==> src/rtl/gb_pkg.sv <==
// ---------------------------------------------------------------------------
// gb_pkg
// Definitions shared by the Game Boy timer block:
//   - CPU-bus register offsets of the timer (0xFF04..0xFF07 -> 0..3)
//   - timer overflow state encoding
//   - TAC clock-select to system-counter bit mapping
// ---------------------------------------------------------------------------
package gb_pkg;

   localparam logic [1:0] TIMER_DIV  = 2'd0;
   localparam logic [1:0] TIMER_TIMA = 2'd1;
   localparam logic [1:0] TIMER_TMA  = 2'd2;
   localparam logic [1:0] TIMER_TAC  = 2'd3;

   typedef enum logic [1:0] {
      RUN    = 2'd0,
      OVF    = 2'd1,
      RELOAD = 2'd2
   } timer_state_t;

   // Counter bit watched by the TIMA tick for each TAC clock select.
   function automatic logic [3:0] tac_sel_bit(input logic [1:0] sel);
      logic [3:0] bit_idx;
      case (sel)
         2'b00:   bit_idx = 4'd9;   // 4096 Hz
         2'b01:   bit_idx = 4'd3;   // 262144 Hz
         2'b10:   bit_idx = 4'd5;   // 65536 Hz
         default: bit_idx = 4'd7;   // 16384 Hz
      endcase
      return bit_idx;
   endfunction

endpackage

==> src/rtl/gb_timer_edge.sv <==
// ---------------------------------------------------------------------------
// gb_timer_edge
// Tick mux and falling-edge detector for TIMA.
//   clk, rst   : system clock, asynchronous active-high reset
//   counter    : internal system counter
//   tac        : TAC[2:0] (enable + clock select)
//   tick_fall  : high while the selected tick has fallen since the last clk
// The tick is a pure function of register state, so writes to DIV or TAC
// that drop it produce a fall just like normal counting does.
// ---------------------------------------------------------------------------
module gb_timer_edge
   import gb_pkg::*;
#(
   parameter int DIV_W = 16
) (
   input  logic             clk,
   input  logic             rst,
   input  logic [DIV_W-1:0] counter,
   input  logic [2:0]       tac,
   output logic             tick_fall
);

   logic tick;
   logic tick_prev_reg;

   assign tick      = tac[2] & counter[tac_sel_bit(tac[1:0])];
   assign tick_fall = tick_prev_reg & ~tick;

   always_ff @(posedge clk or posedge rst) begin
      if (rst) begin
         tick_prev_reg <= 1'b0;
      end else begin
         tick_prev_reg <= tick;
      end
   end

endmodule

==> src/rtl/gb_timer.sv <==
// ---------------------------------------------------------------------------
// gb_timer
// Game Boy DIV/TIMA/TMA/TAC timer, advanced by one-clk cpu_ce strobes.
//   clk, rst  : 100 MHz system clock, asynchronous active-high reset
//   cpu_ce    : one pulse per CPU T-cycle
//   addr      : 0=DIV 1=TIMA 2=TMA 3=TAC
//   wr_en     : register write strobe, wr_data is the write data
//   rd_data   : combinational read of the selected register
//   irq_timer : one-clk timer interrupt request (IF bit 2)
// ---------------------------------------------------------------------------
module gb_timer
   import gb_pkg::*;
#(
   parameter int DIV_W     = 16,
   parameter int OVF_DELAY = 4
) (
   input  logic       clk,
   input  logic       rst,
   input  logic       cpu_ce,
   input  logic [1:0] addr,
   input  logic       wr_en,
   input  logic [7:0] wr_data,
   output logic [7:0] rd_data,
   output logic       irq_timer
);

   localparam int CNT_W = $clog2(OVF_DELAY + 1);

   logic [DIV_W-1:0] div_cnt_reg;
   logic [7:0]       tima_reg;
   logic [7:0]       tma_reg;
   logic [2:0]       tac_reg;
   timer_state_t     state_reg;
   logic [CNT_W-1:0] ovf_cnt_reg;
   logic             irq_reg;

   logic wr_div, wr_tima, wr_tma, wr_tac;
   logic tick_fall;

   assign wr_div  = wr_en && (addr == TIMER_DIV);
   assign wr_tima = wr_en && (addr == TIMER_TIMA);
   assign wr_tma  = wr_en && (addr == TIMER_TMA);
   assign wr_tac  = wr_en && (addr == TIMER_TAC);

   gb_timer_edge #(
      .DIV_W (DIV_W)
   ) u_edge (
      .clk       (clk),
      .rst       (rst),
      .counter   (div_cnt_reg),
      .tac       (tac_reg),
      .tick_fall (tick_fall)
   );

   always_ff @(posedge clk or posedge rst) begin
      if (rst) begin
         div_cnt_reg <= '0;
         tima_reg    <= 8'h00;
         tma_reg     <= 8'h00;
         tac_reg     <= 3'b000;
         state_reg   <= RUN;
         ovf_cnt_reg <= '0;
         irq_reg     <= 1'b0;
      end else begin
         // A DIV write beats a coincident cpu_ce increment.
         if (wr_div) begin
            div_cnt_reg <= '0;
         end else if (cpu_ce) begin
            div_cnt_reg <= div_cnt_reg + DIV_W'(1);
         end

         if (wr_tma) tma_reg <= wr_data;
         if (wr_tac) tac_reg <= wr_data[2:0];

         irq_reg <= 1'b0;

         case (state_reg)
            RUN: begin
               if (wr_tima) begin
                  tima_reg <= wr_data;
               end else if (tick_fall) begin
                  if (tima_reg == 8'hFF) begin
                     tima_reg    <= 8'h00;
                     state_reg   <= OVF;
                     ovf_cnt_reg <= '0;
                  end else begin
                     tima_reg <= tima_reg + 8'd1;
                  end
               end
            end
            OVF: begin
               // TIMA sits at 0x00; a CPU write here aborts the pending reload.
               if (wr_tima) begin
                  tima_reg  <= wr_data;
                  state_reg <= RUN;
               end else if (cpu_ce) begin
                  if (ovf_cnt_reg == CNT_W'(OVF_DELAY - 1)) begin
                     state_reg <= RELOAD;
                  end else begin
                     ovf_cnt_reg <= ovf_cnt_reg + CNT_W'(1);
                  end
               end
            end
            RELOAD: begin
               // A TMA write in this cycle forwards straight into TIMA;
               // TIMA writes are dropped.
               tima_reg  <= wr_tma ? wr_data : tma_reg;
               irq_reg   <= 1'b1;
               state_reg <= RUN;
            end
            default: begin
               state_reg <= RUN;
            end
         endcase
      end
   end

   always_comb begin
      rd_data = 8'h00;
      case (addr)
         TIMER_DIV:  rd_data = div_cnt_reg[DIV_W-1 -: 8];
         TIMER_TIMA: rd_data = tima_reg;
         TIMER_TMA:  rd_data = tma_reg;
         default:    rd_data = {5'b11111, tac_reg};
      endcase
   end

   assign irq_timer = irq_reg;

endmodule

==> config.mk <==
export PLATFORM = sky130hd
export DESIGN_NAME = gb_timer
export DESIGN_NICKNAME = d
export VERILOG_FILES = /design/src/rtl/gb_pkg.sv /design/src/rtl/gb_timer_edge.sv /design/src/rtl/gb_timer.sv
export SDC_FILE = /design/constraint.sdc
export NUM_CORES = 1
export LEC_CHECK = 0
export BUFFER_PORTS_ARGS = -buffer_cell sky130_fd_sc_hd__buf_2
export CORE_ASPECT_RATIO = 2
export CORE_MARGIN = 4
export CORE_UTILIZATION = 50
export DETAILED_ROUTE_END_ITERATION = 6
export PLACE_DENSITY = 0.77
export SETUP_SLACK_MARGIN = 0.5
export SLEW_MARGIN = 5
export SYNTH_ARGS = -nofsm -noshare
export SYNTH_HDL_FRONTEND = slang
export SYNTH_HIERARCHICAL = 1
export SYNTH_SLANG_ARGS = --single-unit
==> constraint.sdc <==
create_clock -name clk -period 2.42 [get_ports clk]
set_input_delay 0.484 -clock clk [delete_from_list [all_inputs] [get_ports clk]]
set_output_delay 0.484 -clock clk [all_outputs]
set_load 0.01 [all_outputs]
==> key figures <==
Status
  – Outcome: complete, no violations

GRT
  – Vias in the first global route: 2157
  – First-pass GRT wire length: roughly 10 mm
  – Grt ovf: 0
  – Largest net degree at the start of global routing: 33
  – Antenna violations before repair: 0
  – GRT Util Overall: 0.211

Timing
  – WHS: 0.0156 ns
  – Min cycle time layout: slightly below 2 ns
  – Skew final: roughly 0.0068 ns
  – Final setup vio count: 0
  – Setup TNS: 0 ns
  – Slew Viols, Final: 0
  – Final hold vios: 0
  – RSZ-0062 raised after global routing: true
  – Fmax: between 0.5 and 0.6 GHz
  – Worst-margin pin slew: approximately 0.43 ns
  – Final worst path period share: 0.817
  – Slew HR: 0.713

Logic synthesis
  – Post-synth EDFFs: 0
  – Syn_area_per_cell: between 10 and 15 um^2
  – Synth Register Bits: 42
  – Cell variety after synth: 57
  – Area leader, netlist: dfrtp_1
  – YS warnings: 6
  – Yosys top cell area share: 0.414
  – Async SR Flop Fraction: 1.00
  – Synth Net Count: 271
  – Post-Syn Instances: between 200 and 250
  – Sequential-to-total area share from yosys stat: 0.414
  – Post-synth top cells: 42 x dfrtp_1, 19 x nand2_1, 19 x nor2_1, 13 x mux2_2
  – Synth top area cells: dfrtp_1 41%, mux2_2 5.8%, ha_1 3.9%
  – Most common cell in the netlist: dfrtp_1
  – Mapped cell area: about 2500 um^2
  – Top_reg_cell synth: dfrtp_1

Pwr
  – Overall power: between 2 and 2.5 mW
  – Power Density: ~840 nW/um^2
  – LEAKAGE: 1.31 nW
  – Max VDD drop: around 0.64 mV

Detailed routing
  – ANT nets after route: 0
  – Detailed Route WL: around 6 mm
  – Routed wire per std cell: ~18 um
  – Vias per inst: 6.16
  – # DRC: 0
  – Via count: 2062
  – Drt initial violations: 67
  – DR pass1 iterations: 4

Cells and area
  – Multi-input logic area: 1400 um^2
  – Storage element area: 1050 um^2
  – Area grow syn2layout: 13.3%
  – Final nets: roughly 300
  – Layout Cells excl Fill: 335
  – ANT cells: 0
  – Layout cells sized above 1: 0.266
  – Fill cell count: about 430
  – Largest register FFs: 16
  – Core Util, Final: 0.586

Clock network
  – CTS Sinks: 42
  – Cts bufs inserted: 5
  – CTS Buffer Depth: 2
  – Hold_buf cts: 0
  – H-Tree Depth: 2
  – Root buf cell: clkbuf_8
  – Worst-path clk slew: roughly 0.08 ns
  – Clock Latency Late Sink: 0.30 ns
  – TritonCTS clock tree: done

Floorplan
  – Starting Density: 0.518
  – Die ar.: roughly 6400 um^2
  – Rows: 36
  – Core area: between 4000 and 5000 um^2
  – Die Wd: a little under 60 um
  – Die Span Y: between 100 and 150 um
  – Io pins: 23

Setup path
  – CP Capture Type: register
  – Worst setup path category: reg2reg
  – R2r setup slk: 0.44 ns
  – Reg2Reg Depth: 7
  – WP data arrival: around 2.2 ns
  – WP data required: 2.60 ns
  – Setup crit start kind: register
  – Maximum fanout along the worst path: 8

Placement
  – Post-DP HPWL: about 4.3 mm
  – Placer Congestion: 0.890
  – Placed cell count: 319
  – PortBufs: 22

Job
  – Max-Cap Viols: 0

Hold path
  – Class of the tightest hold or removal check: in2async
## area by class of cell
| class | count | area share |
|---|---|---|
| inverters | 12 | 0.0156 |
| repair buffers | 33 | 0.0752 |
| multi-input cells | 183 | 0.488 |
| clock buffers | 7 | 0.0300 |
| flip-flops and latches | 42 | 0.365 |
| clock inverters | 1 | 0.00174 |
| well taps | 57 | 0.0248 |
## critical path, cell delays in order (launching register included)
cell and delay, ns:
dfrtp_1 0.38, mux4_2 0.53, a21boi_2 0.18, inv_1 0.06, a21o_1 0.20, a21o_4 0.27
a31oi_1 0.16, o22ai_1 0.09
## cell families (layout without fill, tap and decap cells)
| kind of cell | count (synthesis) | count (layout) | share of synthesized area |
|---|---|---|---|
| buf+inv | 25 | 53 | 0.0473 |
| xor+xnor | 15 | 15 | 0.0517 |
| compound gates | 59 | 60 | 0.166 |
| mux | 22 | 22 | 0.115 |
| flops | 42 | 42 | 0.414 |
| simple gates | 78 | 78 | 0.166 |
| fa+ha+maj | 8 | 8 | 0.0394 |
## cell usage in the layout (no fill, tap or decap), types with 2 or more instances in the layout
cell type and n:
a21oi_1 12, o21ai_0 5, or3_1 3, nor2b_1 2, mux2i_1 3, a21o_1 3, mux2_2 13, o22a_1 5
nor3_1 3, xor2_1 7, mux2_4 2, nand2_1 18, a22o_1 3, and2_1 3, a32o_1 2, a31oi_1 2
nor2_1 19, ha_1 7, o21ai_1 5, a32oi_1 2, a22oi_1 2, a211oi_1 4, nand2b_1 3, nand3_1 8
dfrtp_1 42, buf_4 12, nand4_1 6, buf_2 19, clkbuf_8 6, and3_1 2, xnor2_1 8, inv_1 12
mux4_2 4
## power by group
| part | internal (mW) | switching (mW) |
|---|---|---|
| Sequential | 0.850 | 0.167 |
| Combinational | 0.452 | 0.482 |
| Clock | 0.230 | 0.245 |
## routing by layer
metal / up-vias / wire [um] / share of wire / GRT usage
li1: 963 / - / - / -
met1: 1014 / 2100 / 0.35 / 0.222
met2: 57 / 3450 / 0.57 / 0.374
met3: 28 / 212 / 0.035 / 0.0403
met4: 0 / 268 / 0.044 / 0.124
met5: - / 0 / 0 / 0
## metrics by stage
| stage | setup slack (ns) | cell area (um^2) |
|---|---|---|
| 2_1_floorplan | 0.544 | 2540 |
| 6_report | 0.444 | 2880 |
| 3_3_place_gp | 0.362 | 2690 |
| 3_5_place_dp | 0.280 | 2690 |
| 5_1_grt | 0.355 | 2880 |
| 4_1_cts | 0.460 | 2860 |
## repair_timing
action,in CTS,in global routing
gates resized for setup,7,3
cloned,1,0
endpoints found under the setup margin,16,10
setup buffers,7,0
pin swaps,3,6
## worst paths after layout
path                                              from                             end
worst max-delay path            tac_reg[0]$_DFFE_PP0P_         tima_reg[5]$_DFFE_PP0P_
worst min-delay path                               rst  u_edge/tick_prev_reg$_DFF_PP0_
worst max register to register  tac_reg[0]$_DFFE_PP0P_         tima_reg[5]$_DFFE_PP0P_
worst min register to register    tma_reg[5]$_DFF_PP0_            tma_reg[5]$_DFF_PP0_
max in group asynchronous                          rst         tima_reg[0]$_DFFE_PP0P_
min in group clk                            wr_data[6]            tma_reg[6]$_DFF_PP0_
Note: power is estimated with default switching activity, not from simulation.
